===== src/rtl/psr_pkg.sv =====
// Shared types for the parametrised bidirectional shift register: operation
// modes, burst FSM states and the burst-eligibility helper.
package psr_pkg;

    typedef enum logic [2:0] {
        MODE_HOLD = 3'b000,
        MODE_SHU  = 3'b001,
        MODE_SHD  = 3'b010,
        MODE_LOAD = 3'b011,
        MODE_ROTU = 3'b100,
        MODE_ROTD = 3'b101,
        MODE_ASHD = 3'b110,
        MODE_CLR  = 3'b111
    } psr_mode_e;

    typedef enum logic {
        ST_IDLE  = 1'b0,
        ST_BURST = 1'b1
    } psr_state_e;

    // Only the modes that move bits are worth repeating; hold, load and clear
    // are idempotent, so a burst of them degenerates into a single operation.
    function automatic logic is_burst_mode(input psr_mode_e m);
        return (m == MODE_SHU)  || (m == MODE_SHD) || (m == MODE_ROTU) ||
               (m == MODE_ROTD) || (m == MODE_ASHD);
    endfunction

endpackage


===== src/rtl/param_bidir_shift_reg_if.sv =====
// Control/data bundle of the shift register: the driver side uses the master
// modport, the register itself uses the slave modport.
interface param_bidir_shift_reg_if
    import psr_pkg::*;
#(
    parameter int WIDTH = 8,
    parameter int CNT_W = 4
);

    logic             EN;
    psr_mode_e        MODE;
    logic             DSR;
    logic             DSL;
    logic [WIDTH-1:0] D;
    logic             START;
    logic [CNT_W-1:0] CNT;
    logic [WIDTH-1:0] Q;
    logic             SO_UP;
    logic             SO_DN;
    logic             BUSY;
    logic             DONE;

    modport master (
        output EN, MODE, DSR, DSL, D, START, CNT,
        input  Q, SO_UP, SO_DN, BUSY, DONE
    );

    modport slave (
        input  EN, MODE, DSR, DSL, D, START, CNT,
        output Q, SO_UP, SO_DN, BUSY, DONE
    );

endinterface


===== src/rtl/psr_next_state.sv =====
// Combinational next-value logic of the shift register for one operation,
// given the current contents, the selected mode and the serial/parallel inputs.
module psr_next_state
    import psr_pkg::*;
#(
    parameter int WIDTH = 8
) (
    input  logic [WIDTH-1:0] q,
    input  psr_mode_e        mode,
    input  logic             dsr,
    input  logic             dsl,
    input  logic [WIDTH-1:0] d,
    output logic [WIDTH-1:0] q_next
);

    always_comb begin
        q_next = q;
        case (mode)
            MODE_HOLD: q_next = q;
            MODE_SHU:  q_next = {q[WIDTH-2:0], dsr};
            MODE_SHD:  q_next = {dsl, q[WIDTH-1:1]};
            MODE_LOAD: q_next = d;
            MODE_ROTU: q_next = {q[WIDTH-2:0], q[WIDTH-1]};
            MODE_ROTD: q_next = {q[0], q[WIDTH-1:1]};
            // Sign bit is replicated so signed values halve correctly.
            MODE_ASHD: q_next = {q[WIDTH-1], q[WIDTH-1:1]};
            MODE_CLR:  q_next = '0;
            default:   q_next = q;
        endcase
    end

endmodule


===== src/rtl/param_bidir_shift_reg.sv =====
// WIDTH-bit bidirectional shift/rotate register with clock enable, serial taps
// and a burst engine that repeats one shift/rotate CNT times (BUSY/DONE).
module param_bidir_shift_reg
    import psr_pkg::*;
#(
    parameter int WIDTH = 8,
    parameter int CNT_W = 4
) (
    input  logic                  CP,
    input  logic                  CR,
    param_bidir_shift_reg_if.slave bus
);

    logic [WIDTH-1:0] q;
    logic [WIDTH-1:0] q_next;
    logic [CNT_W-1:0] remaining;
    psr_mode_e        lmode;
    psr_mode_e        op_mode;
    psr_state_e       state;
    logic             busy;
    logic             done;
    logic             burst_req;

    // During a burst the latched mode drives the datapath; MODE is ignored.
    assign op_mode   = (state == ST_BURST) ? lmode : bus.MODE;
    assign burst_req = (state == ST_IDLE) && bus.START && is_burst_mode(bus.MODE);

    psr_next_state #(
        .WIDTH (WIDTH)
    ) u_next (
        .q      (q),
        .mode   (op_mode),
        .dsr    (bus.DSR),
        .dsl    (bus.DSL),
        .d      (bus.D),
        .q_next (q_next)
    );

    always_ff @(posedge CP or negedge CR) begin
        if (!CR) begin
            q         <= '0;
            remaining <= '0;
            lmode     <= MODE_HOLD;
            state     <= ST_IDLE;
            busy      <= 1'b0;
            done      <= 1'b0;
        end else if (!bus.EN) begin
            // Frozen: a burst that would complete waits for the next enabled edge.
            done <= 1'b0;
        end else begin
            done <= 1'b0;
            case (state)
                ST_IDLE: begin
                    if (burst_req) begin
                        if (bus.CNT != '0) begin
                            q         <= q_next;
                            lmode     <= bus.MODE;
                            remaining <= bus.CNT - CNT_W'(1);
                        end
                        if (bus.CNT <= CNT_W'(1)) begin
                            done <= 1'b1;
                        end else begin
                            state <= ST_BURST;
                            busy  <= 1'b1;
                        end
                    end else begin
                        q <= q_next;
                    end
                end
                ST_BURST: begin
                    q         <= q_next;
                    remaining <= remaining - CNT_W'(1);
                    if (remaining == CNT_W'(1)) begin
                        state <= ST_IDLE;
                        busy  <= 1'b0;
                        done  <= 1'b1;
                    end
                end
                default: begin
                    state <= ST_IDLE;
                    busy  <= 1'b0;
                end
            endcase
        end
    end

    assign bus.Q     = q;
    assign bus.SO_UP = q[WIDTH-1];
    assign bus.SO_DN = q[0];
    assign bus.BUSY  = busy;
    assign bus.DONE  = done;

endmodule


===== src/flat_wrapper.sv =====
// flat-port wrapper written by rule: the top's interface ports become plain ports
module param_bidir_shift_reg_flat import psr_pkg::*;
#(
    parameter int WIDTH = 8,
    parameter int CNT_W = 4
)
  (CP, CR, bus_EN, bus_MODE, bus_DSR, bus_DSL, bus_D, bus_START, bus_CNT, bus_Q, bus_SO_UP, bus_SO_DN, bus_BUSY, bus_DONE);
  param_bidir_shift_reg_if #(.WIDTH(WIDTH), .CNT_W(CNT_W)) bus_i ();
  input  logic CP;
  input  logic CR;
  input wire logic [$bits(bus_i.EN)-1:0] bus_EN;
  input wire logic [$bits(bus_i.MODE)-1:0] bus_MODE;
  input wire logic [$bits(bus_i.DSR)-1:0] bus_DSR;
  input wire logic [$bits(bus_i.DSL)-1:0] bus_DSL;
  input wire logic [$bits(bus_i.D)-1:0] bus_D;
  input wire logic [$bits(bus_i.START)-1:0] bus_START;
  input wire logic [$bits(bus_i.CNT)-1:0] bus_CNT;
  output wire logic [$bits(bus_i.Q)-1:0] bus_Q;
  output wire logic [$bits(bus_i.SO_UP)-1:0] bus_SO_UP;
  output wire logic [$bits(bus_i.SO_DN)-1:0] bus_SO_DN;
  output wire logic [$bits(bus_i.BUSY)-1:0] bus_BUSY;
  output wire logic [$bits(bus_i.DONE)-1:0] bus_DONE;
  assign bus_i.EN = bus_EN;
  assign bus_i.MODE = bus_MODE;
  assign bus_i.DSR = bus_DSR;
  assign bus_i.DSL = bus_DSL;
  assign bus_i.D = bus_D;
  assign bus_i.START = bus_START;
  assign bus_i.CNT = bus_CNT;
  assign bus_Q = bus_i.Q;
  assign bus_SO_UP = bus_i.SO_UP;
  assign bus_SO_DN = bus_i.SO_DN;
  assign bus_BUSY = bus_i.BUSY;
  assign bus_DONE = bus_i.DONE;
  param_bidir_shift_reg #(.WIDTH(WIDTH), .CNT_W(CNT_W)) u_core (.CP(CP), .CR(CR), .bus(bus_i));
endmodule

===== config.mk =====
export PLATFORM = sky130hd
export DESIGN_NAME = param_bidir_shift_reg_flat
export DESIGN_NICKNAME = d
export VERILOG_FILES = /design/src/rtl/psr_pkg.sv /design/src/rtl/param_bidir_shift_reg_if.sv /design/src/rtl/psr_next_state.sv /design/src/rtl/param_bidir_shift_reg.sv /design/src/flat_wrapper.sv
export SDC_FILE = /design/constraint.sdc
export NUM_CORES = 1
export LEC_CHECK = 0
export CAP_MARGIN = 20
export CORE_MARGIN = 4
export CORE_UTILIZATION = 51
export DETAILED_ROUTE_END_ITERATION = 7
export HOLD_SLACK_MARGIN = 0.15
export PLACE_DENSITY = 0.84
export SETUP_SLACK_MARGIN = 0.2
export SYNTH_ARGS = -nofsm -noshare
export SYNTH_HDL_FRONTEND = slang
export SYNTH_SLANG_ARGS = --single-unit

===== constraint.sdc =====
create_clock -name CP -period 3.55 [get_ports CP]
set_input_delay 1.065 -clock CP [delete_from_list [all_inputs] [get_ports CP]]
set_output_delay 1.065 -clock CP [all_outputs]
set_load 0.01 [all_outputs]

==> run summary, run 1 <==
==================================================================================================
Post-route setup TNS                                                                          0 ps
Xor/xnor cell area share of the yosys netlist                                                3.54%
Run status                                                                            complete, no violations
Endpoint kind of the worst setup timing path                                              register
Count of maximum capacitance violations                                                          0
Cell with the largest stage delay on the worst path                                   sky130_fd_sc_hd__clkdlybuf4s50_1
Sinks on the clock net                                                                          18
Critical Path, Cell by Cell                                                           clkdlybuf4s50_1 > nor3_2 > a2111oi_4 > a31oi_4 > mux2_4
Die Footprint                                                                             3280 um2
Launch point of the worst reg-to-reg path                                             u_core.state
Number of hold buffers added after CTS                                                           0
Compound-cell area share of the yosys netlist                                                20.6%
Simple-gate portion of the synthesized area                                                  15.8%
Final GP Congestion                                                                          0.810
Gr usage total                                                                               18.8%
Post-synthesis instance area                                                              1240 um2
Timing endpoint of the critical path                                                  u_core.bus.Q[0]
Sequential fraction of the synthesis area                                                    36.4%
Share of synthesized cell area in full adder, half adder and majority cells                  4.04%
Unrepaired setup endpoints after global routing                                              false
Syn Inst Count                                                                                 126
Clock transition time at the flip-flop clock pins of the worst setup and hold paths         100 ps
Core region area                                                                          2250 um2
Count of flip-flops with a built-in enable after synthesis                                       0
Avg Cell Area, Syn                                                                        9.83 um2
Top FF cell, synth                                                                    sky130_fd_sc_hd__dfrtp_1
Busiest layer in global routing                                                               met2
Met2 routing resource usage after global routing                                             33.1%
Net switching power                                                                     0.000539 W
Detailed-placement wirelength estimate                                                     2240 um
Reg2Reg Setup Slack                                                                        1130 ps
Max transition margin                                                                        46.9%
Number of input and output port buffers inserted                                                32
Share of flip-flops with an asynchronous set or reset                                         100%
Antenna violations before repair                                                                 0
1st-pass router iterations                                                                       6
Arrival time of data at the critical path endpoint                                         3050 ps
VDD IR-drop max                                                                         0.000479 V
Setup CP Type                                                                               in2reg
Fraction of met3 tracks used by global routing                                               4.52%
WL/cell                                                                                    15.2 um
Wire length of the first global-routing pass                                               4930 um
Final hold slack                                                                            528 ps
Buffer cell driving the clock tree root                                               sky130_fd_sc_hd__clkbuf_4
Portion of netlist area occupied by mux cells                                                13.6%
Largest stage delay, worst path                                                             650 ps
Initial core utilization                                                                     54.9%
Post-CTS setup repair buffer count                                                               0
Maximum number of buffers from clock root to sink                                                2
Number of warning messages in the yosys log                                                      0
WL final                                                                                   2810 um
Number of hold violations in the final report                                                    0
GR Overflow Total                                                                                0
Chip height                                                                                57.3 um
Most instantiated library cell after synthesis                                        sky130_fd_sc_hd__dfrtp_1
Maximum number of pins on one net before global-route repair                                    19
Post-synthesis register bit count                                                               18
Depth of the CTS H-tree                                                                          1
Total number of nets in the final design                                                       183
# setup viols final                                                                              0
Total clock buffers created by CTS                                                               3
Worst min-delay path category                                                              reg2reg
Vias                                                                                         1,081
Crit path required time                                                                    3740 ps
Clock latency at the later pin of the worst-skew pair                                       290 ps
Final min period                                                                           2870 ps
Antenna violation net count after detailed routing                                               0
Cell taking the most area after synthesis                                             sky130_fd_sc_hd__dfrtp_1
Slew @ Worst Pin                                                                            793 ps
Final routed DRC violation total                                                                 0
R2r worst-path depth                                                                             5
Combinational family with the most area after synthesis                               compound AO/OA/AOI/OAI gates
Net switching share of the total power                                                       41.5%
Drt via density                                                                               5.84
Final worst clock skew                                                                     6.45 ps
Clock network fraction of total power                                                         9.6%
Final period util                                                                            80.7%
Worst setup SP type                                                                     input port
Proportion of power drawn by combinational gates                                             55.9%
Die Wd                                                                                     57.3 um
Internal power of the cells                                                             0.000760 W
Total power density per cell area                                                       815 nW/um2
Top area cells in the synthesized netlist                                             sky130_fd_sc_hd__dfrtp_1 (36%), sky130_fd_sc_hd__a222oi_1 (4.8%), sky130_fd_sc_hd__mux2i_1 (4.8%)
Layout-stage area growth over the synthesis result                                           28.6%
Leading cell types by count after synthesis                                           sky130_fd_sc_hd__dfrtp_1 (18), sky130_fd_sc_hd__nand2_1 (13), sky130_fd_sc_hd__inv_1 (10), sky130_fd_sc_hd__nor2_1 (10), sky130_fd_sc_hd__o21ai_0 (8)
Number of pins exceeding their max-slew limit in the final report                                0
Top fanout value on the critical path                                                           13
Highest Clock Rate                                                                         349 MHz
Final antenna diode count                                                                        0
Fillers                                                                                        178
Clock tree from TritonCTS                                                                     done
Number of global-route vias before repair                                                    1,094
Net count after synthesis                                                                      151
Top-area cell type share of the netlist area                                                 36.4%
Number of ports placed on the die boundary                                                      33
Count of routing violations after the opening detailed-route iteration                          88
Capture instance of the worst register-to-register path                               u_core.bus.Q[4]
Met1 routing resource usage after global routing                                             23.0%
Launching element of the worst setup path                                              bus_MODE[1]
Lkg Pwr                                                                                   0.665 nW
Sequential cell fraction of total power                                                      34.5%
Count of distinct cell types in the synthesized netlist                                         36
Post-cts sizing count                                                                            0
Proportion of layout cells with a drive suffix above 1                                       10.8%
Number of standard-cell rows in the floorplan                                                   17
==================================================================================================
## kinds of logic (layout without fill, tap and decap cells)
logic type | after synthesis | count (layout)
and+or+nand+nor | 38 | 38
xor gates and xnor gates | 5 | 5
DFF | 18 | 18
buffers and inverters | 15 | 46
muxes | 14 | 14
AOI/OAI and AO/OA | 32 | 32
adders and majority gates | 4 | 4
## worst min-delay path by stage
stage | from | endpoint | slack (ps) | cells after the start
after floorplan | u_core.lmode[2] | u_core.lmode[2] | 520 | 2
after global placement | u_core.bus.BUSY | u_core.bus.BUSY | 500 | 2
after detailed placement | u_core.bus.BUSY | u_core.bus.BUSY | 510 | 2
after CTS | u_core.bus.BUSY | u_core.bus.BUSY | 530 | 2
after global routing | u_core.bus.BUSY | u_core.bus.BUSY | 590 | 2
final | u_core.bus.BUSY | u_core.bus.BUSY | 530 | 2
## registers in the layout (all words and copies together), names as in the netlist
name              cells
u_core.bus.BUSY       1
u_core.bus.DONE       1
u_core.bus.Q          8
u_core.lmode          3
u_core.remaining      4
u_core.state          1
## final cells by class
| cell class | instances | area (um2) | share of cell area, % |
|---|---|---|---|
| timing repair buffer | 32 | 320 | 20.1 |
| tap | 28 | 35.0 | 2.20 |
| sequential | 18 | 450 | 28.3 |
| clock buffer | 4 | 36.3 | 2.28 |
| inverter | 10 | 37.5 | 2.36 |
| multi-input combinational | 93 | 713 | 44.8 |
## metal layers
layer  wire length (um)  share of wire, %
met5                  0                 0
met1               1200                43
met4                 33               1.2
met3                187               6.7
met2               1390                50
## power groups by stage
| stage | clock (W) | combinational, W | sequential (W) |
|---|---|---|---|
| CTS | 0.000126 | 0.000730 | 0.000445 |
| detailed placement | 0 | 0.000728 | 0.000449 |
| floorplan | 0 | 0.000525 | 0.000409 |
| global placement | 0 | 0.000704 | 0.000442 |
| finish | 0.000124 | 0.000726 | 0.000448 |
| global route | 0.000139 | 0.000798 | 0.000466 |
## metrics by stage
| step | worst slack (ps) | utilization, % | cells | instance area (um2) | total power (W) |
|---|---|---|---|---|---|
| floorplan | 1240 | - | 126 | 1240 | 0.000934 |
| global placement | 432 | 69.0 | 181 | 1560 | 0.00115 |
| detailed placement | 381 | 69.0 | 181 | 1560 | 0.00118 |
| CTS | 689 | 70.6 | 185 | 1590 | 0.00130 |
| global route | 598 | 70.6 | 185 | 1590 | 0.00140 |
| finish | 684 | 70.6 | 185 | 1590 | 0.00130 |
## critical path: cells and delay by family
kind | cells | cell delay, ps
AO/OA/AOI/OAI | 2 | 860
buffers and inverters | 1 | 650
multiplexers | 1 | 350
AND/OR/NAND/NOR | 1 | 110
## placed cells by master, fill, tap and decap left out, types with 6 or more instances in the layout
cell                               n
sky130_fd_sc_hd__inv_1            10
sky130_fd_sc_hd__dfrtp_1          18
sky130_fd_sc_hd__a21oi_1           7
sky130_fd_sc_hd__mux2i_1           6
sky130_fd_sc_hd__clkdlybuf4s50_1  32
sky130_fd_sc_hd__nand2_1          13
sky130_fd_sc_hd__nor2_1           10
sky130_fd_sc_hd__a222oi_1          6
sky130_fd_sc_hd__o21ai_0           8
Note: power is estimated with default switching activity, not from simulation.
==> run 2, diff against run 1 <==
Settings changed: CORE_UTILIZATION 51 to 43, PLACE_DENSITY 0.84 to 0.75.
Clock period 3.55 ns to 2.6 ns, I/O delays scaled along.
==> run 2 against run 1 <==
Net effect:
- die area rose by 16%
- first-iteration DRC count is 22% lower
- combinational power is 49% higher
- clock power up 44%
- design area increased by 6.2%
- non-clock buffer count increased by 12
- global-route usage up 0.051 points
- setup slack got worse by 370 ps
- sequential power up 31%
- final cell count up 8.1%
- routed wire length is 12% higher
- via count rose by 4.0%
- critical path type unchanged
- critical endpoint is now u_core.lmode[0]
==> run summary, run 2 (synthesis gave the netlist of run 1 again) <==
==================================================================================================
Post-CTS setup repair buffer count                                                               0
1st-pass router iterations                                                                       5
Largest stage delay, worst path                                                             440 ps
Crit path required time                                                                    2790 ps
Clock transition time at the flip-flop clock pins of the worst setup and hold paths         110 ps
Final min period                                                                           2290 ps
Max transition margin                                                                        68.0%
Wire length of the first global-routing pass                                               5280 um
Met2 routing resource usage after global routing                                             34.5%
Top fanout value on the critical path                                                            6
Setup CP Type                                                                               in2reg
Internal power of the cells                                                              0.00109 W
Reg2Reg Setup Slack                                                                         550 ps
Count of placed standard cells in the final layout, fillers left out                           200
Drt via density                                                                               5.62
Top cell by count, worst path                                                         sky130_fd_sc_hd__buf_4
Maximum number of pins on one net before global-route repair                                    19
Critical path buffer and inverter count                                                          3
Worst min-delay path category                                                              reg2reg
Final routed DRC violation total                                                                 0
Slew @ Worst Pin                                                                            480 ps
Final worst clock skew                                                                     6.29 ps
Number of standard-cell rows in the floorplan                                                   19
WL final                                                                                   3140 um
Total power density per cell area                                                      1090 nW/um2
Layout-stage area growth over the synthesis result                                           36.6%
Layout Utilization                                                                           61.3%
Clock network fraction of total power                                                         9.7%
Antenna violation net count after detailed routing                                               0
Proportion of power drawn by combinational gates                                             58.5%
Maximum number of buffers from clock root to sink                                                2
Count of routing violations after the opening detailed-route iteration                          69
Fillers                                                                                        241
Clock tree from TritonCTS                                                                     done
Clock latency at the later pin of the worst-skew pair                                       300 ps
# setup viols final                                                                              0
Gr usage total                                                                               18.8%
Flip-flop count of the largest register, all copies and words added                              8
Antenna violations before repair                                                                 0
Total number of nets in the final design                                                       195
Arrival time of data at the critical path endpoint                                         2480 ps
# placed instances                                                                             196
Critical Path, Cell by Cell                                                           clkdlybuf4s50_1 > buf_4 > a2111oi_4 > buf_4 > nand3_4 > mux2_1
Buffer cell driving the clock tree root                                               sky130_fd_sc_hd__clkbuf_4
Endpoint kind of the worst setup timing path                                              register
Core region area                                                                          2760 um2
Final hold slack                                                                            543 ps
Worst setup SP type                                                                     input port
Most common library cell in the layout ignoring fill and taps                         sky130_fd_sc_hd__clkdlybuf4s50_1
Sequential cell fraction of total power                                                      31.8%
GR Overflow Total                                                                                0
Total Power                                                                              0.00185 W
Number of hold violations in the final report                                                    0
Net switching share of the total power                                                       40.9%
Vias                                                                                         1,124
Met1 routing resource usage after global routing                                             21.3%
Cell with the largest stage delay on the worst path                                   sky130_fd_sc_hd__clkdlybuf4s50_1
Chip height                                                                                61.7 um
Total clock buffers created by CTS                                                               3
Number of ports placed on the die boundary                                                      33
Critical path's top delay family                                                      buffers and inverters
Top library cells by usage in the layout, fill and taps aside                         sky130_fd_sc_hd__clkdlybuf4s50_1 (32), sky130_fd_sc_hd__dfrtp_1 (18), sky130_fd_sc_hd__nand2_1 (13)
Setup Slack @ Placement                                                                    -113 ps
Net switching power                                                                     0.000756 W
Final GP Congestion                                                                          0.846
Depth of the CTS H-tree                                                                          1
Highest Clock Rate                                                                         437 MHz
Busiest layer in global routing                                                               met2
Die Footprint                                                                             3800 um2
WL/cell                                                                                    15.7 um
Initial core utilization                                                                     44.9%
Number of global-route vias before repair                                                    1,183
Unrepaired setup endpoints after global routing                                              false
Fraction of met3 tracks used by global routing                                               3.98%
Count of maximum capacitance violations                                                          0
Number of pins exceeding their max-slew limit in the final report                                0
Detailed-placement wirelength estimate                                                     2450 um
Number of input and output port buffers inserted                                                32
Final antenna diode count                                                                        0
Lkg Pwr                                                                                   0.726 nW
VDD IR-drop max                                                                         0.000621 V
Run status                                                                            complete, no violations
Proportion of layout cells with a drive suffix above 1                                       17.8%
Setup slack after layout                                                                    310 ps
Die Wd                                                                                     61.7 um
Sinks on the clock net                                                                          18
Final period util                                                                            88.1%
==================================================================================================
## run 2: cell count changes in the layout (fill, tap and decap cells not counted), sizes merged
cell / before / now
buf: 0 / 12
## run 2: what timing repair did
item	4_1_cts	5_1_grt
endpoints found under the setup margin	2	0
hold buffers	0	0
endpoints found under the hold margin	0	0
gates resized for setup	1	0
## run 2: layout make-up
class	count	area (um2)	area share [%]
clock buffers	4	36.3	2.14
inverters	10	37.5	2.22
multi-input cells	93	718	42.5
flip-flops and latches	18	450	26.6
well taps	31	38.8	2.29
repair buffers	44	410	24.3
## run 2: path summary, 6_finish.rpt
kind,from,endpoint,cells after the start
max,bus_MODE[0],u_core.lmode[0],6
min,u_core.bus.BUSY,u_core.bus.BUSY,2
max reg2reg,u_core.state,u_core.bus.Q[4],4
min reg2reg,u_core.bus.BUSY,u_core.bus.BUSY,2
max in group asynchronous,CR,u_core.remaining[3],2
min in group asynchronous,CR,u_core.bus.Q[7],2
## run 2: stage by stage
stage / setup TNS [ps] / instance area, um2
2_1_floorplan: 0 / 1240
3_3_place_gp: 0 / 1650
3_5_place_dp: -600 / 1650
4_1_cts: 0 / 1690
5_1_grt: 0 / 1690
6_report: 0 / 1690
## run 2: power groups by stage
stage | clock, W | combinational, W | sequential (W)
after floorplan | 0 | 0.000716 | 0.000559
after global placement | 0 | 0.00103 | 0.000584
after detailed placement | 0 | 0.00108 | 0.000593
after CTS | 0.000186 | 0.00109 | 0.000587
after global routing | 0.000195 | 0.00120 | 0.000611
final | 0.000179 | 0.00108 | 0.000589
## run 2: layer usage
metal  wire [um]  vias up
li1            -      545
met1        1280      531
met2        1570       41
met3         233        7
met4          47        0
met5           0        -
## run 2: worst register-to-register path, delay by kind of cell (launching register included)
kind,cells,cell delay (ps)
AOI/OAI and AO/OA,2,460
DFF,1,660
muxes,2,810
==> run 3, diff against run 2 <==
Settings changed: CORE_MARGIN 4 to unset, GPL_ROUTABILITY_DRIVEN set to 0, SLEW_MARGIN set to 15.
==> run 3 against run 2 <==
Net effect:
- sequential cell count did not move
- via count rose by 0.27%
- global-route usage rose by 2.6 points
- combinational power barely moved
- routed wire length fell by 7.2%
- setup slack improved by 39 ps
- final cell count rose by 0.50%
- sequential share of layout area fell by 0.12 points
- critical path depth rose by 1
- fmax rose by 1.7%
- register-to-register slack improved by 20 ps
- first-iteration DRC count fell by 28%
- critical path type unchanged
- largest cell class unchanged
==> run summary, run 3 (synthesis gave the netlist of run 1 again) <==
==================================================================================================
Run status                                                                            complete, no violations
Final antenna diode count                                                                        0
Wire length of the first global-routing pass                                               5180 um
Layout-stage area growth over the synthesis result                                           37.2%
Most common library cell in the layout ignoring fill and taps                         sky130_fd_sc_hd__clkdlybuf4s50_1
Clock transition time at the flip-flop clock pins of the worst setup and hold paths         110 ps
Count of placed standard cells in the final layout, fillers left out                           201
Initial core utilization                                                                     45.3%
Antenna violations before repair                                                                 0
Maximum number of pins on one net before global-route repair                                    19
Setup CP Type                                                                               in2reg
Layout Utilization                                                                           62.2%
Detailed-routing wirelength on met1                                                        1200 um
GR Overflow Total                                                                                0
Total number of nets in the final design                                                       196
Total power density per cell area                                                      1090 nW/um2
Sinks on the clock net                                                                          18
1st-pass router iterations                                                                       6
Crit path required time                                                                    2790 ps
Gr usage total                                                                               21.4%
Number of standard-cell rows in the floorplan                                                   19
Highest Clock Rate                                                                         444 MHz
Clock tree from TritonCTS                                                                     done
Final period util                                                                            86.6%
Final routed DRC violation total                                                                 0
Buffer cell driving the clock tree root                                               sky130_fd_sc_hd__clkbuf_4
Die Wd                                                                                     55.7 um
WL final                                                                                   2910 um
Number of hold violations in the final report                                                    0
Final Cell Area                                                                           1700 um2
Top library cells by usage in the layout, fill and taps aside                         sky130_fd_sc_hd__clkdlybuf4s50_1 (32), sky130_fd_sc_hd__dfrtp_1 (18), sky130_fd_sc_hd__nand2_1 (13), sky130_fd_sc_hd__buf_4 (13)
Chip height                                                                                55.7 um
Core region area                                                                          2730 um2
Antenna violation net count after detailed routing                                               0
Post-CTS setup repair buffer count                                                               0
Final min period                                                                           2250 ps
# setup viols final                                                                              0
Max transition margin                                                                        67.3%
Depth of the CTS H-tree                                                                          1
Flip-flop count of the largest register, all copies and words added                              8
WL/cell                                                                                    14.5 um
Worst setup SP type                                                                     input port
Slew @ Worst Pin                                                                            491 ps
# placed instances                                                                             197
Drt via density                                                                               5.61
Endpoint kind of the worst setup timing path                                              register
Total clock buffers created by CTS                                                               3
Vias                                                                                         1,127
Number of pins exceeding their max-slew limit in the final report                                0
Routed met2 length                                                                         1480 um
Arrival time of data at the critical path endpoint                                         2440 ps
Highest routing layer actually used                                                           met4
Lkg Pwr                                                                                   0.731 nW
Detailed-placement wirelength estimate                                                     2310 um
Maximum number of buffers from clock root to sink                                                2
Number of global-route vias before repair                                                    1,185
Worst min-delay path category                                                              reg2reg
VDD IR-drop max                                                                         0.000715 V
Placed cell area                                                                          1660 um2
Total Power                                                                              0.00185 W
Proportion of layout cells with a drive suffix above 1                                       18.2%
Top fanout value on the critical path                                                            6
Clock latency at the later pin of the worst-skew pair                                       300 ps
Final worst clock skew                                                                    0.692 ps
Post-route setup TNS                                                                          0 ps
Met3 routed wirelength                                                                      212 um
Number of ports placed on the die boundary                                                      33
Unrepaired setup endpoints after global routing                                              false
Die Footprint                                                                             3100 um2
Count of routing violations after the opening detailed-route iteration                          50
Number of input and output port buffers inserted                                                32
Count of maximum capacitance violations                                                          0
==================================================================================================
-- run 3: layout make-up --
type	instances	area (um2)
tap	31	38.8
clock buffer	4	36.3
multi-input combinational	93	718
sequential	18	450
fill	250	1030
inverter	10	37.5
timing repair buffer	45	418
-- run 3: timing repair --
item,in CTS,in global routing
endpoints found under the setup margin,0,6
hold buffers,0,0
gates resized for setup,0,1
-- run 3: critical path, cell delays in order --
cell	delay, ps
sky130_fd_sc_hd__clkdlybuf4s50_1	500
sky130_fd_sc_hd__buf_4	160
sky130_fd_sc_hd__mux2i_4	70
sky130_fd_sc_hd__buf_4	170
sky130_fd_sc_hd__mux2_4	290
sky130_fd_sc_hd__a222oi_1	350
sky130_fd_sc_hd__a21oi_1	110
-- run 3: layer usage --
| layer | global-route usage (%) | vias up |
|---|---|---|
| met3 | 4.88 | 2 |
| met2 | 38.2 | 47 |
| met4 | 9.64 | 0 |
| li1 | - | 547 |
| met1 | 24.3 | 531 |
| met5 | 0 | - |
-- run 3: final timing paths --
path / start / end / slack (ps) / cells past startpoint
setup / recovery: bus_MODE[0] / u_core.bus.Q[2] / 350 / 7
hold / removal: u_core.bus.BUSY / u_core.bus.BUSY / 540 / 2
setup reg to reg: u_core.state / u_core.bus.Q[2] / 570 / 4
hold reg to reg: u_core.bus.BUSY / u_core.bus.BUSY / 540 / 2
max in group asynchronous: CR / u_core.remaining[2] / 1600 / 2
min in group asynchronous: CR / u_core.bus.Q[7] / 800 / 2
-- run 3: report_power, final --
part / internal, W / switching (W)
clock: 0.0000854 / 0.0000959
sequential: 0.000415 / 0.000171
combinational: 0.000606 / 0.000479
total: 0.00111 / 0.000746
-- run 3: through the flow --
step                hold WS (ps)  setup WS, ps
floorplan                    484           572
finish                       540           349
CTS                          553           221
global route                 585           229
detailed placement           527         -93.3
global placement             508          4.38
==> RTL change 1 (settings of run 3) <==
`CNT_W` is set to 4 in 3 places; all go to 5.
--- a/src/rtl/param_bidir_shift_reg_if.sv
+++ b/src/rtl/param_bidir_shift_reg_if.sv
@@ -6,3 +6,3 @@
     parameter int WIDTH = 8,
-    parameter int CNT_W = 4
+    parameter int CNT_W = 5
 );
--- a/src/rtl/param_bidir_shift_reg.sv
+++ b/src/rtl/param_bidir_shift_reg.sv
@@ -6,3 +6,3 @@
     parameter int WIDTH = 8,
-    parameter int CNT_W = 4
+    parameter int CNT_W = 5
 ) (
--- a/src/flat_wrapper.sv
+++ b/src/flat_wrapper.sv
@@ -4,3 +4,3 @@
     parameter int WIDTH = 8,
-    parameter int CNT_W = 4
+    parameter int CNT_W = 5
 )
Ports: changed (resized bus_CNT); port bits go from 33 to 34. The function was not compared with the original's and may differ.
==> RTL change 1 against run 3 <==
- the flow now finishes with violations (DRC)
- count of clock-buffer cells in the layout fell by 1
- die area increased by 5.1%
- cell area up 4.6%
- global-route usage fell by 0.34 points
- setup slack lost 0.065 ns
- sequential cell count grew 1
- register-to-register slack improved by 0.02 ns
- clock skew increased by 0.0056 ns
- power down 0.69%
- synthesized area grew 5.3%
- wire length grew 6.4%
- final cell count up 8.5%
==> RTL change 1: results (changes against run 3) <==
| Metric | Value |
|---|---|
| Outcome | finished, violations left |
| Failing checks | DRC |
| Crit Path Max Fanout | 5 (-1) |
| Pleak | 0.789 nW (+7.9%) |
| Sequential share of power | 0.331 (+0.015) |
| Post-Route WL | 3.10 mm (+6.4%) |
| Placed cell areas | 0.00174 sq mm (+4.9%) |
| Clock Sink Count | 19 (+1) |
| Setup Skew | 0.00628 ns (+0.00559 ns) |
| Mapped Nets | 168 (+11%) |
| Leading cell types by count after synthesis | dfrtp_1 (19), nand2_1 (16), inv_1 (13) |
| First-pass GRT wire length | 5.49 mm (+6.0%) |
| Seq/Total Area, Yosys | 0.365 (+0.00105) |
| Multi-input gate area | 737 sq um (+2.6%) |
| Layout fillers | 256 (+2.4%) |
| Fraction of layout cells with a size suffix above 1 | 0.171 (-0.0112) |
| Number of non-clock inverters | 13 (+3) |
| Hold_ws | 0.525 ns (-0.0147 ns) |
| Clock-cell share of area | 0.0155 (-0.00586) |
| #MultiIn Comb | 102 (+9.7%) |
| Top cells by area, synth | dfrtp_1 (36%), a222oi_1 (6.9%), ha_1 (4.8%), nand2_1 (4.6%), mux2i_1 (3.8%) |
| Data arrival time of the critical path | 2.52 ns (+0.08 ns) |
| Tot GR Track Use | 0.211 (-0.00341) |
| Data buffer area share | 0.253 (+0.00687) |
| HPWL after DPL | 2.46 mm (+6.1%) |
| FF-to-FF setup slack | 0.59 ns (+0.02 ns) |
| DRC | 10 (+10) |
| R2r worst-path depth | 5 (+1) |
| Drt initial violations | 66 (+32%) |
## RTL change 1: cell count changes after synthesis, moves of 2 or more
cell / delta
a222oi_1: +3
a22o_1: +2
a22oi_1: +2
inv_1: +3
mux2_1: -2
mux2_4: -2
nand2_1: +3
nand3_1: +2
## RTL change 1: critical path, cell delays in order
cell and delay [ns]:
clkdlybuf4s50_1 0.43, buf_4 0.18, a2111oi_4 0.46, and2_2 0.24
o21ai_2 0.08, a222oi_1 0.34
## RTL change 1: through the flow
step / util / instances / power (mW) / setup slack [ns]
global placement: 0.620 / 214 / 1.64 / -0.0531
global route: 0.633 / 218 / 2.00 / 0.202
CTS: 0.631 / 218 / 1.83 / 0.286
finish: 0.633 / 218 / 1.84 / 0.284
floorplan: - / 141 / 1.28 / 0.641
detailed placement: 0.620 / 214 / 1.67 / -0.119
## RTL change 1: logic make-up after synthesis
| logic type | after synthesis | share of synthesized area |
|---|---|---|
| fa+ha+maj | 5 | 0.0480 |
| xor+xnor | 6 | 0.0403 |
| compound gates | 37 | 0.222 |
| mux | 9 | 0.0816 |
| buf+inv | 20 | 0.0787 |
| flops | 19 | 0.365 |
| simple gates | 45 | 0.165 |
## RTL change 1: routing by layer
| layer | global-route usage | wire length (microns) | vias to the layer above |
|---|---|---|---|
| li1 | - | - | 604 |
| met1 | 0.265 | 1350 | 568 |
| met2 | 0.368 | 1540 | 49 |
| met3 | 0.0295 | 194 | 2 |
| met4 | 0.0801 | 15 | 0 |
| met5 | 0 | 0 | - |
## RTL change 1: repair_timing
action	4_1_cts	5_1_grt
cloned	0	0
endpoints found under the setup margin	5	1
gates resized for setup	2	1
